$ cat src/rtl/alu_pkg.sv
// Shared ALU definitions: op-select encoding, RV32I opcode constants,
// default datapath widths and the issue-stage FSM state type.
package alu_pkg;

    localparam int unsigned DEF_XLEN       = 32;
    localparam int unsigned DEF_SEL_SIZE   = 4;
    localparam int unsigned DEF_SHIFT_SIZE = 5;

    // ALU op-select encoding, shared with the ALU itself
    typedef enum logic [3:0] {
        ALU_ADD   = 4'd0,
        ALU_SUB   = 4'd1,
        ALU_SLT   = 4'd2,
        ALU_SLTU  = 4'd3,
        ALU_AND   = 4'd4,
        ALU_OR    = 4'd5,
        ALU_XOR   = 4'd6,
        ALU_SLL   = 4'd7,
        ALU_SRL   = 4'd8,
        ALU_SRA   = 4'd9,
        ALU_LUI   = 4'd10,
        ALU_AUIPC = 4'd11
    } alu_op_e;

    // RV32I major opcodes handled by the ALU path
    localparam logic [6:0] OPC_OP     = 7'b0110011;
    localparam logic [6:0] OPC_OP_IMM = 7'b0010011;
    localparam logic [6:0] OPC_LUI    = 7'b0110111;
    localparam logic [6:0] OPC_AUIPC  = 7'b0010111;

    // funct7 patterns
    localparam logic [6:0] F7_BASE = 7'b0000000;
    localparam logic [6:0] F7_ALT  = 7'b0100000;

    // Issue-stage occupancy
    typedef enum logic [1:0] {
        ST_EMPTY = 2'd0,
        ST_FULL  = 2'd1,
        ST_SKID  = 2'd2
    } issue_state_e;

endpackage

$ cat src/rtl/alu_op_decoder.sv
// Purely combinational RV32I ALU-instruction decoder.
// Ports:
//   instr, pc, rs1_data, rs2_data  - instruction word, its address, register operands
//   sel, shift_amt, data_a, data_b - ALU op select, shift amount and operands
//   rd_addr, rd_write, illegal     - destination, write enable, illegal flag
// Illegal encodings decode to ADD with zero operands and no register write.
module alu_op_decoder
    import alu_pkg::*;
#(
    parameter int unsigned XLEN       = DEF_XLEN,
    parameter int unsigned SEL_SIZE   = DEF_SEL_SIZE,
    parameter int unsigned SHIFT_SIZE = DEF_SHIFT_SIZE
) (
    input  logic [31:0]           instr,
    input  logic [XLEN-1:0]       pc,
    input  logic [XLEN-1:0]       rs1_data,
    input  logic [XLEN-1:0]       rs2_data,
    output logic [SEL_SIZE-1:0]   sel,
    output logic [SHIFT_SIZE-1:0] shift_amt,
    output logic [XLEN-1:0]       data_a,
    output logic [XLEN-1:0]       data_b,
    output logic [4:0]            rd_addr,
    output logic                  rd_write,
    output logic                  illegal
);

    logic [6:0] opcode;
    logic [2:0] funct3;
    logic [6:0] funct7;
    logic [4:0] rd;

    assign opcode = instr[6:0];
    assign rd     = instr[11:7];
    assign funct3 = instr[14:12];
    assign funct7 = instr[31:25];

    alu_op_e               op;
    logic                  legal;
    logic [XLEN-1:0]       a_raw;
    logic [XLEN-1:0]       b_raw;
    logic [SHIFT_SIZE-1:0] shamt_raw;

    // Field extraction and legality check
    always_comb begin
        op        = ALU_ADD;
        legal     = 1'b1;
        a_raw     = '0;
        b_raw     = '0;
        shamt_raw = '0;

        unique case (opcode)
            OPC_OP: begin
                a_raw     = rs1_data;
                b_raw     = rs2_data;
                shamt_raw = rs2_data[SHIFT_SIZE-1:0];
                case (funct3)
                    3'b000:  op = (funct7 == F7_ALT) ? ALU_SUB : ALU_ADD;
                    3'b001:  op = ALU_SLL;
                    3'b010:  op = ALU_SLT;
                    3'b011:  op = ALU_SLTU;
                    3'b100:  op = ALU_XOR;
                    3'b101:  op = (funct7 == F7_ALT) ? ALU_SRA : ALU_SRL;
                    3'b110:  op = ALU_OR;
                    default: op = ALU_AND;
                endcase
                // The alternate funct7 only exists for SUB and SRA
                legal = (funct7 == F7_BASE) ||
                        ((funct7 == F7_ALT) && ((funct3 == 3'b000) || (funct3 == 3'b101)));
            end
            OPC_OP_IMM: begin
                a_raw     = rs1_data;
                b_raw     = {{(XLEN-12){instr[31]}}, instr[31:20]};
                shamt_raw = SHIFT_SIZE'(instr[24:20]);
                case (funct3)
                    3'b000:  op = ALU_ADD;
                    3'b001:  op = ALU_SLL;
                    3'b010:  op = ALU_SLT;
                    3'b011:  op = ALU_SLTU;
                    3'b100:  op = ALU_XOR;
                    3'b101:  op = (funct7 == F7_ALT) ? ALU_SRA : ALU_SRL;
                    3'b110:  op = ALU_OR;
                    default: op = ALU_AND;
                endcase
                // Only the shift immediates constrain the upper immediate bits
                if (funct3 == 3'b001) begin
                    legal = (funct7 == F7_BASE);
                end else if (funct3 == 3'b101) begin
                    legal = (funct7 == F7_BASE) || (funct7 == F7_ALT);
                end
            end
            OPC_LUI: begin
                op    = ALU_LUI;
                a_raw = {{(XLEN-20){1'b0}}, instr[31:12]};
            end
            OPC_AUIPC: begin
                op    = ALU_AUIPC;
                a_raw = {{(XLEN-20){1'b0}}, instr[31:12]};
                b_raw = pc;
            end
            default: legal = 1'b0;
        endcase
    end

    // Squash everything but the destination index for illegal instructions
    always_comb begin
        sel       = SEL_SIZE'(ALU_ADD);
        shift_amt = '0;
        data_a    = '0;
        data_b    = '0;
        rd_addr   = rd;
        rd_write  = 1'b0;
        illegal   = ~legal;
        if (legal) begin
            sel       = SEL_SIZE'(op);
            shift_amt = shamt_raw;
            data_a    = a_raw;
            data_b    = b_raw;
            rd_write  = (rd != 5'd0);
        end
    end

endmodule

$ cat src/rtl/alu_issue_stage.sv
// One-deep issue register with skid buffer in front of the ALU.
// Ports:
//   clk, reset, flush            - clock, sync active-high reset, pipeline flush
//   in_valid/in_ready            - upstream handshake (in_ready is a flop)
//   instr, pc, rs1_data/rs2_data - instruction and operands to decode
//   out_valid/out_ready          - downstream handshake
//   alu_enable, alu_sel, alu_shift_amt, alu_data_a/b - decoded ALU controls
//   rd_addr, rd_write, illegal   - writeback info and illegal flag
// Payload outputs read zero whenever out_valid is low.
module alu_issue_stage
    import alu_pkg::*;
#(
    parameter int unsigned XLEN       = DEF_XLEN,
    parameter int unsigned SEL_SIZE   = DEF_SEL_SIZE,
    parameter int unsigned SHIFT_SIZE = DEF_SHIFT_SIZE
) (
    input  logic                  clk,
    input  logic                  reset,
    input  logic                  flush,
    input  logic                  in_valid,
    output logic                  in_ready,
    input  logic [31:0]           instr,
    input  logic [XLEN-1:0]       pc,
    input  logic [XLEN-1:0]       rs1_data,
    input  logic [XLEN-1:0]       rs2_data,
    output logic                  out_valid,
    input  logic                  out_ready,
    output logic                  alu_enable,
    output logic [SEL_SIZE-1:0]   alu_sel,
    output logic [SHIFT_SIZE-1:0] alu_shift_amt,
    output logic [XLEN-1:0]       alu_data_a,
    output logic [XLEN-1:0]       alu_data_b,
    output logic [4:0]            rd_addr,
    output logic                  rd_write,
    output logic                  illegal
);

    logic [SEL_SIZE-1:0]   dec_sel;
    logic [SHIFT_SIZE-1:0] dec_shift_amt;
    logic [XLEN-1:0]       dec_a;
    logic [XLEN-1:0]       dec_b;
    logic [4:0]            dec_rd_addr;
    logic                  dec_rd_write;
    logic                  dec_illegal;

    alu_op_decoder #(
        .XLEN       (XLEN),
        .SEL_SIZE   (SEL_SIZE),
        .SHIFT_SIZE (SHIFT_SIZE)
    ) u_decoder (
        .instr      (instr),
        .pc         (pc),
        .rs1_data   (rs1_data),
        .rs2_data   (rs2_data),
        .sel        (dec_sel),
        .shift_amt  (dec_shift_amt),
        .data_a     (dec_a),
        .data_b     (dec_b),
        .rd_addr    (dec_rd_addr),
        .rd_write   (dec_rd_write),
        .illegal    (dec_illegal)
    );

    issue_state_e state;
    issue_state_e state_next;

    // State register
    always_ff @(posedge clk) begin
        if (reset) begin
            state <= ST_EMPTY;
        end else begin
            state <= state_next;
        end
    end

    // Next-state logic; flush drains both registers
    always_comb begin
        state_next = state;
        if (flush) begin
            state_next = ST_EMPTY;
        end else begin
            unique case (state)
                ST_EMPTY: if (in_valid) state_next = ST_FULL;
                ST_FULL: begin
                    if (out_ready && !in_valid) begin
                        state_next = ST_EMPTY;
                    end else if (!out_ready && in_valid) begin
                        state_next = ST_SKID;
                    end
                end
                ST_SKID: if (out_ready) state_next = ST_FULL;
                default: state_next = ST_EMPTY;
            endcase
        end
    end

    logic load_main_in;
    logic load_main_skid;
    logic clear_main;
    logic load_skid;

    // Register-control decode per state
    always_comb begin
        load_main_in   = 1'b0;
        load_main_skid = 1'b0;
        clear_main     = 1'b0;
        load_skid      = 1'b0;
        unique case (state)
            ST_EMPTY: load_main_in = in_valid;
            ST_FULL: begin
                if (out_ready) begin
                    load_main_in = in_valid;
                    clear_main   = ~in_valid;
                end else begin
                    load_skid = in_valid;
                end
            end
            ST_SKID: load_main_skid = out_ready;
            default: clear_main = 1'b1;
        endcase
    end

    logic [SEL_SIZE-1:0]   main_sel,   skid_sel;
    logic [SHIFT_SIZE-1:0] main_shamt, skid_shamt;
    logic [XLEN-1:0]       main_a,     skid_a;
    logic [XLEN-1:0]       main_b,     skid_b;
    logic [4:0]            main_rd,    skid_rd;
    logic                  main_wr,    skid_wr;
    logic                  main_ill,   skid_ill;
    logic                  valid_q;
    logic                  ready_q;

    // Main (output) register; kept zero while empty
    always_ff @(posedge clk) begin
        if (reset || flush || clear_main) begin
            main_sel   <= '0;
            main_shamt <= '0;
            main_a     <= '0;
            main_b     <= '0;
            main_rd    <= '0;
            main_wr    <= 1'b0;
            main_ill   <= 1'b0;
        end else if (load_main_in) begin
            main_sel   <= dec_sel;
            main_shamt <= dec_shift_amt;
            main_a     <= dec_a;
            main_b     <= dec_b;
            main_rd    <= dec_rd_addr;
            main_wr    <= dec_rd_write;
            main_ill   <= dec_illegal;
        end else if (load_main_skid) begin
            main_sel   <= skid_sel;
            main_shamt <= skid_shamt;
            main_a     <= skid_a;
            main_b     <= skid_b;
            main_rd    <= skid_rd;
            main_wr    <= skid_wr;
            main_ill   <= skid_ill;
        end
    end

    // Skid register catches the beat accepted while the output stalls
    always_ff @(posedge clk) begin
        if (reset || flush || load_main_skid) begin
            skid_sel   <= '0;
            skid_shamt <= '0;
            skid_a     <= '0;
            skid_b     <= '0;
            skid_rd    <= '0;
            skid_wr    <= 1'b0;
            skid_ill   <= 1'b0;
        end else if (load_skid) begin
            skid_sel   <= dec_sel;
            skid_shamt <= dec_shift_amt;
            skid_a     <= dec_a;
            skid_b     <= dec_b;
            skid_rd    <= dec_rd_addr;
            skid_wr    <= dec_rd_write;
            skid_ill   <= dec_illegal;
        end
    end

    // Handshake flops, computed from the next state so they track it exactly
    always_ff @(posedge clk) begin
        if (reset) begin
            valid_q <= 1'b0;
            ready_q <= 1'b1;
        end else begin
            valid_q <= (state_next != ST_EMPTY);
            ready_q <= (state_next != ST_SKID);
        end
    end

    assign in_ready      = ready_q;
    assign out_valid     = valid_q;
    assign alu_enable    = valid_q;
    assign alu_sel       = main_sel;
    assign alu_shift_amt = main_shamt;
    assign alu_data_a    = main_a;
    assign alu_data_b    = main_b;
    assign rd_addr       = main_rd;
    assign rd_write      = main_wr;
    assign illegal       = main_ill;

endmodule
$ cat config.mk
export PLATFORM = sky130hd
export DESIGN_NAME = alu_issue_stage
export DESIGN_NICKNAME = d
export VERILOG_FILES = /design/src/rtl/alu_pkg.sv /design/src/rtl/alu_op_decoder.sv /design/src/rtl/alu_issue_stage.sv
export SDC_FILE = /design/constraint.sdc
export NUM_CORES = 1
export LEC_CHECK = 0
export BUFFER_PORTS_ARGS = -buffer_cell sky130_fd_sc_hd__buf_2
export CORE_ASPECT_RATIO = 0.75
export CORE_MARGIN = 3
export CORE_UTILIZATION = 27
export DETAILED_ROUTE_END_ITERATION = 6
export MAX_ROUTING_LAYER = met4
export SLEW_MARGIN = 20
export SYNTH_ARGS = -nofsm -noshare
export SYNTH_HDL_FRONTEND = slang
export SYNTH_SLANG_ARGS = --single-unit
$ cat constraint.sdc
create_clock -name clk -period 1.9 [get_ports clk]
set_clock_uncertainty 0.15 [all_clocks]
set_input_delay 0.38 -clock clk [delete_from_list [all_inputs] [get_ports clk]]
set_output_delay 0.38 -clock clk [all_outputs]
set_load 0.01 [all_outputs]
==> flow_summary.toml, run 1 <==
[route]
wirelength_um = 26380
vias = 7440
routed_via_density = 5.106
drc = 0
drt_iter0_drc = 491
dr.pass1.iters = 4
routedWlPerCell_um = 18.10
drtAntennaViolNets = 0

[sta]
hold_viol = 0
final_max_slew_viol_count = 0
finalSetupViolCount = 0
worstMarginPinSlew_ps = 484.4
min_period_ps = 1779
rsz0062_at_grt = "false"
worst_hold_slack_ps = 27.82
fin_crit_sh = 0.9364
slew_headroom = 0.6771
timing.final.ws_setup_ps = 120.8
fmaxAchievable_mhz = 562.0

[die]
dieArea_mm2 = 0.02935
row_count = 51
coreArea_mm2 = 0.02642
io_pins = 216
die_x_um = 196.8
fp.dieH_um = 149.1
initial_core_util = 0.2791

[clocking]
cts_root_buf = "clkbuf_16"
h-tree-depth = 4
cts_tree = "built"
cts.sink_count = 164
clk_latency_ps = 430
clk_path_buf_depth = 2
numCtsBuffers = 17
clk_pin_slew_ps = 70

[power_and_ir_drop]
powerDensity_mw_per_mm2 = 788.0
ir_worst_vdd_mv = 0.6406
p_leak_nw = 4.001

[global_route]
grt_max_degree = 48
grt_pass1_vias = 7191
grt_pass1_wl_um = 39870
grtUsageTotal = 0.1783
grt_antenna_before_repair = 2
overflow = 0

[yosys]
synth-async-reset-ratio = 0
netlist.area_leader.share = 0.4453
ys.flop_type = "dfxtp_1"
synth.largest_area_cell = "dfxtp_1"
synth-seq-cells = 164
syn_nets = 984
ys_types = 41
postSynthAreaPerCell_um2 = 8.664
netlist_top_cells_area = "dfxtp_1 45%, a22oi_1 8.1%, a21oi_1 5.2%, nand2_1 5.0%, mux2i_1 4.9%"
syn_area_mm2 = 0.007373
synth_cells = 851
synth_edf_count = 0
ys_seq_area_frac = 0.4453
synth.yosys.warnings = 0

[placement]
port_buffers = 215
detailed_place_hpwl_um = 18420
gp_congestion = 0.8254
dp_slack_ps = -453.0

[status]
status = "completed"

[finish]
area_growth_pct = 37.35
drive_gt1_frac = 0.3333
final_nets = 1230

[setup_path]
path_class = "reg -> reg"
crit_path_end_kind = "flip-flop"
worstPathMaxFanout = 23
startpoint_type = "flip-flop"
cp.required_ps = 2110
critPathArrivalTime_ps = 1990

[worst_hold_path]
hp-class = "in -> reg"

[job]
drv_cap = 0
## cell usage in the layout (no fill, tap or decap), drive strengths merged, types with 3 or more instances in the layout
master  count
a21oi      76
a22o       12
a22oi      80
a32o        3
and2       33
and3        3
buf       312
bufinv      4
clkbuf     21
clkinv      4
dfxtp     164
diode       3
inv         5
mux2        5
mux2i      36
nand2      98
nand2b      6
nand3       8
nand3b     31
nand4      15
nor2       25
nor2b       7
o21ai      72
o22ai      29
o31ai      21
or3        20
xnor2       3
## routing by layer
| layer | share of wire | GRT usage | wire, um | vias up |
|---|---|---|---|---|
| li1 | - | - | - | 3597 |
| met1 | 0.46 | 0.2405 | 12240 | 3544 |
| met2 | 0.45 | 0.2649 | 11760 | 273 |
| met3 | 0.075 | 0.03861 | 1975 | 26 |
| met4 | 0.015 | 0.06232 | 406 | 0 |
| met5 | 0 | - | 0 | - |
## flip-flops by register name, indices dropped and copies added, names as in the netlist, 5 cells and up
register / count
alu_data_b: 32
skid_shamt: 5
skid_rd: 5
alu_shift_amt: 5
rd_addr: 5
alu_data_a: 32
skid_a: 32
skid_b: 32
## worst paths after layout
kind	startpoint	endpoint	slack, ps	depth (start not counted)
max	state[0]	alu_shift_amt[2]	120	9
min	rs1_data[25]	skid_a[25]	30	2
max reg2reg	state[0]	alu_shift_amt[2]	120	9
min reg2reg	skid_a[19]	skid_a[19]	310	2
## where the power goes
part / switching (mW) / internal [mW] / total (mW)
Clock: 1.50 / 2.24 / 3.74
Sequential: 0.00391 / 3.44 / 3.45
Combinational: 0.440 / 0.356 / 0.795
Total: 1.94 / 6.04 / 7.98
## cells by family after synthesis
| kind of cell | Yosys count | share of synthesized area |
|---|---|---|
| AO/OA/AOI/OAI | 299 | 0.2605 |
| XOR/XNOR | 4 | 0.004752 |
| buffers and inverters | 89 | 0.05243 |
| flip-flops | 164 | 0.4453 |
| multiplexers | 41 | 0.05651 |
| AND/OR/NAND/NOR | 254 | 0.1806 |
## synthesized netlist by cell type, types with 2 or more instances
library cell    n
buf_1           6
clkbuf_1       53
mux2_2          5
o21ai_0        72
nor2_1         24
inv_1           3
nand3_1         8
and3b_1         2
and3_1          3
and2_1         33
a32o_1          3
xnor2_1         3
buf_2          21
a22oi_1        80
or3_1          20
o31ai_1        11
dfxtp_1       164
o31ai_2        10
mux2i_1        36
buf_4           5
nor4_1          2
nand3b_1       31
nand2_1        98
or4_1           2
o22ai_1        29
nand4_1        14
a22o_1         12
nand2b_1        6
a21oi_1        76
and4_1          2
nor2b_1         7
## worst max-delay path: stages, from the launching register on
cell	delay (ps)
dfxtp_1	340
nor2b_4	170
nor2b_1	50
buf_4	140
buf_4	140
nor2_4	100
buf_4	160
clkbuf_16	220
a22oi_1	80
o22ai_1	140
## timing repair
item,4_1_cts,5_1_grt
gates resized for setup,1,4
cloned,0,1
buffers inserted,0,3
pin swaps,0,1
hold buffers,0,0
setup endpoints to repair,1,105
## final cells by class
| cell class | instances | area (um^2) |
|---|---|---|
| fillers | 2695 | 16290 |
| multi-input cells | 598 | 3767 |
| flip-flops and latches | 164 | 3283 |
| repair buffers | 313 | 2004 |
| clock buffers | 20 | 446.7 |
| well taps | 344 | 430.4 |
| clock inverters | 12 | 176.4 |
| inverters | 3 | 11.26 |
| diodes | 3 | 7.507 |
## per-stage QoR
stage / setup TNS (ps) / area, um^2 / utilization / total power [mW] / std cells
after floorplan: 0 / 7376 / - / 3.863 / 851
after global placement: -35570 / 9433 / 0.3571 / 4.293 / 1418
after detailed placement: -43010 / 9433 / 0.3571 / 4.297 / 1418
after CTS: 0 / 10060 / 0.3807 / 8.027 / 1450
after global routing: 0 / 10120 / 0.3833 / 8.267 / 1456
final: 0 / 10130 / 0.3833 / 7.980 / 1457
(Power assumes the default switching activity.)
==> run 2: changes to the inputs <==
--- a/config.mk
+++ b/config.mk
@@ -5,6 +5,7 @@
 export SDC_FILE = /design/constraint.sdc
 export NUM_CORES = 1
 export LEC_CHECK = 0
+export ABC_AREA = 1
 export BUFFER_PORTS_ARGS = -buffer_cell sky130_fd_sc_hd__buf_2
 export CORE_ASPECT_RATIO = 0.75
 export CORE_MARGIN = 3
==> run 2 against run 1 <==
  * Hold slack better by 2.1 ps
  * Clock-buffer cell count fell by 2
  * Cell count up 27%
  * Largest power group is now sequential cells
  * First-iteration DRC count up 5.3%
  * Via count is 20% higher
  * Sequential power is essentially flat
  * Register-to-register slack gained 90 ps
  * Critical path type unchanged
  * Clock power decreased by 12%
  * Die area up 10%
==> flow_summary.toml, run 2 <==
[job]
drv_cap = 0

[sta]
finalSetupViolCount = 0
hold_viol = 0
slew_headroom = 0.7330
min_period_ps = 1685
fin_crit_sh = 0.8870
fmaxAchievable_mhz = 593.4
worstMarginPinSlew_ps = 399.5
rsz0062_at_grt = "false"
final_max_slew_viol_count = 0

[yosys]
netlist_top_cells_area = "dfxtp_1 40%, nand2_1 16%, nand3_1 13%, a21oi_1 9.9%, o21ai_0 5.5%"
synth_mux_area_frac = 0
synth_edf_count = 0
synth_adder_area_share = 0
syn_area_mm2 = 0.008150
postSynthAreaPerCell_um2 = 6.489
synth.largest_area_cell = "dfxtp_1"
yosys.area_share.simple = 0.3201
syn_nets = 1389
ys_types = 27
synth_compound_area_frac = 0.1656
synth_cells = 1256
synth-async-reset-ratio = 0
synth-seq-cells = 164
synth_top_family_by_area = "simple AND/OR/NAND/NOR gates"
synth_commonest_cells = "343 x nand2_1, 214 x nand3_1, 164 x dfxtp_1"
ys.flop_type = "dfxtp_1"
synth.yosys.warnings = 0
post-synth-top-count-cell = "nand2_1"
synth_xor_area_frac = 0
ys_seq_area_frac = 0.4028
netlist.area_leader.share = 0.4028

[status]
status = "completed"

[die]
io_pins = 216
initial_core_util = 0.2773
fp.dieH_um = 156.5
dieArea_mm2 = 0.03233
coreArea_mm2 = 0.02939
die_x_um = 206.6
row_count = 54

[finish]
final_nets = 1577
area_growth_pct = 28.86
layout_common_cells = "343 x nand2_1, 214 x nand3_1, 214 x buf_2"
n_fill_cell = 3164
drive_gt1_frac = 0.2210
final_common_cell = "nand2_1"
fin_area_mm2 = 0.01050
utilization = 0.3573

[global_route]
grt_pass1_vias = 8196
grt_pass1_wl_um = 45920
grtUsageTotal = 0.1869
grt_antenna_before_repair = 7
grt_max_degree = 74
overflow = 0

[placement]
port_buffers = 215
gp_congestion = 0.8445
detailed_place_hpwl_um = 21280
post_dp_cell_area_mm2 = 0.009937

[setup_path]
startpoint_type = "flip-flop"
path_class = "reg -> reg"
crit_path_end_kind = "flip-flop"
worstPathMaxFanout = 40
cpLargestDelayFamily = "buffers and inverters"
cp.required_ps = 2110
crit_chain = "inv_1 > nor2_1 > nand2_1 > inv_4 > buf_12 > o21ai_0 > a21oi_1"
cp_slowest_stage_delay_ps = 380
critPathArrivalTime_ps = 1890
cpMaxStageDelayCell = "dfxtp_1"
path_buf_inv = 3

[clocking]
clk_path_buf_depth = 2
cts_resized = 0
cts_root_buf = "clkbuf_16"
cts_hold_buf = 0
numCtsBuffers = 17
h-tree-depth = 4
cts.sink_count = 164
postCtsSetupBuffers = 0
clk_pin_slew_ps = 70
cts_tree = "built"
clk_latency_ps = 420

[route]
vias = 8920
wirelength_um = 29590
drc = 0
drtAntennaViolNets = 0
routed_via_density = 4.806
dr.pass1.iters = 5
routedWlPerCell_um = 15.94
drt_iter0_drc = 517

[power_and_ir_drop]
p_leak_nw = 4.616
power_mw = 7.401
powerDensity_mw_per_mm2 = 704.6
ir_worst_vdd_mv = 0.5117

[worst_hold_path]
hp-class = "in -> reg"
==> run 2: through the flow <==
step	cells	setup slack [ps]	hold slack (ps)	setup TNS [ps]
floorplan	1256	180.3	279.1	0
global placement	1817	-148.2	289.5	-14340
detailed placement	1817	-149.1	297.3	-12970
CTS	1849	149.2	3.806	0
global route	1856	24.68	12.83	0
finish	1856	214.7	29.93	0
==> run 2: routing by layer <==
metal  track usage  vias to the layer above  part of all wire
met3       0.04263                       22             0.071
met4       0.04974                        0             0.014
met2        0.2676                      301              0.44
met1        0.2640                     4128              0.48
li1              -                     4469                 -
met5             -                        -                 0
==> run 2: kinds of logic (layout without fill, tap and decap cells) <==
| family | count (synthesis) | in the layout |
|---|---|---|
| AND/OR/NAND/NOR | 609 | 609 |
| AO/OA/AOI/OAI | 265 | 265 |
| buffers and inverters | 218 | 419 |
| flip-flops | 164 | 164 |
| other | 0 | 7 |
==> run 2: final timing paths <==
| kind | slack (ps) | cells past startpoint | to | start |
|---|---|---|---|---|
| worst max-delay path | 210 | 7 | skid_a[26] | state[0] |
| worst min-delay path | 30 | 2 | state[0] | reset |
| worst max register to register | 210 | 7 | skid_a[26] | state[0] |
| worst min register to register | 300 | 2 | skid_rd[0] | skid_rd[0] |
==> run 2: power breakdown <==
| part | leakage, nW | switching [mW] | internal, mW | total, mW |
|---|---|---|---|---|
| Combinational | 3.03 | 0.401 | 0.243 | 0.643 |
| Sequential | 1.32 | 0.0113 | 3.46 | 3.47 |
| Clock | 0.265 | 1.58 | 1.71 | 3.29 |
==> run 2: layout make-up <==
class | count | area (um^2) | share of cell area
diodes | 7 | 17.52 | 0.001668
clock buffers | 18 | 429.2 | 0.04086
clock inverters | 14 | 115.1 | 0.01096
inverters | 118 | 445.4 | 0.04241
multi-input cells | 874 | 3975 | 0.3785
flip-flops and latches | 164 | 3283 | 0.3126
well taps | 392 | 490.5 | 0.04670
repair buffers | 269 | 1747 | 0.1663
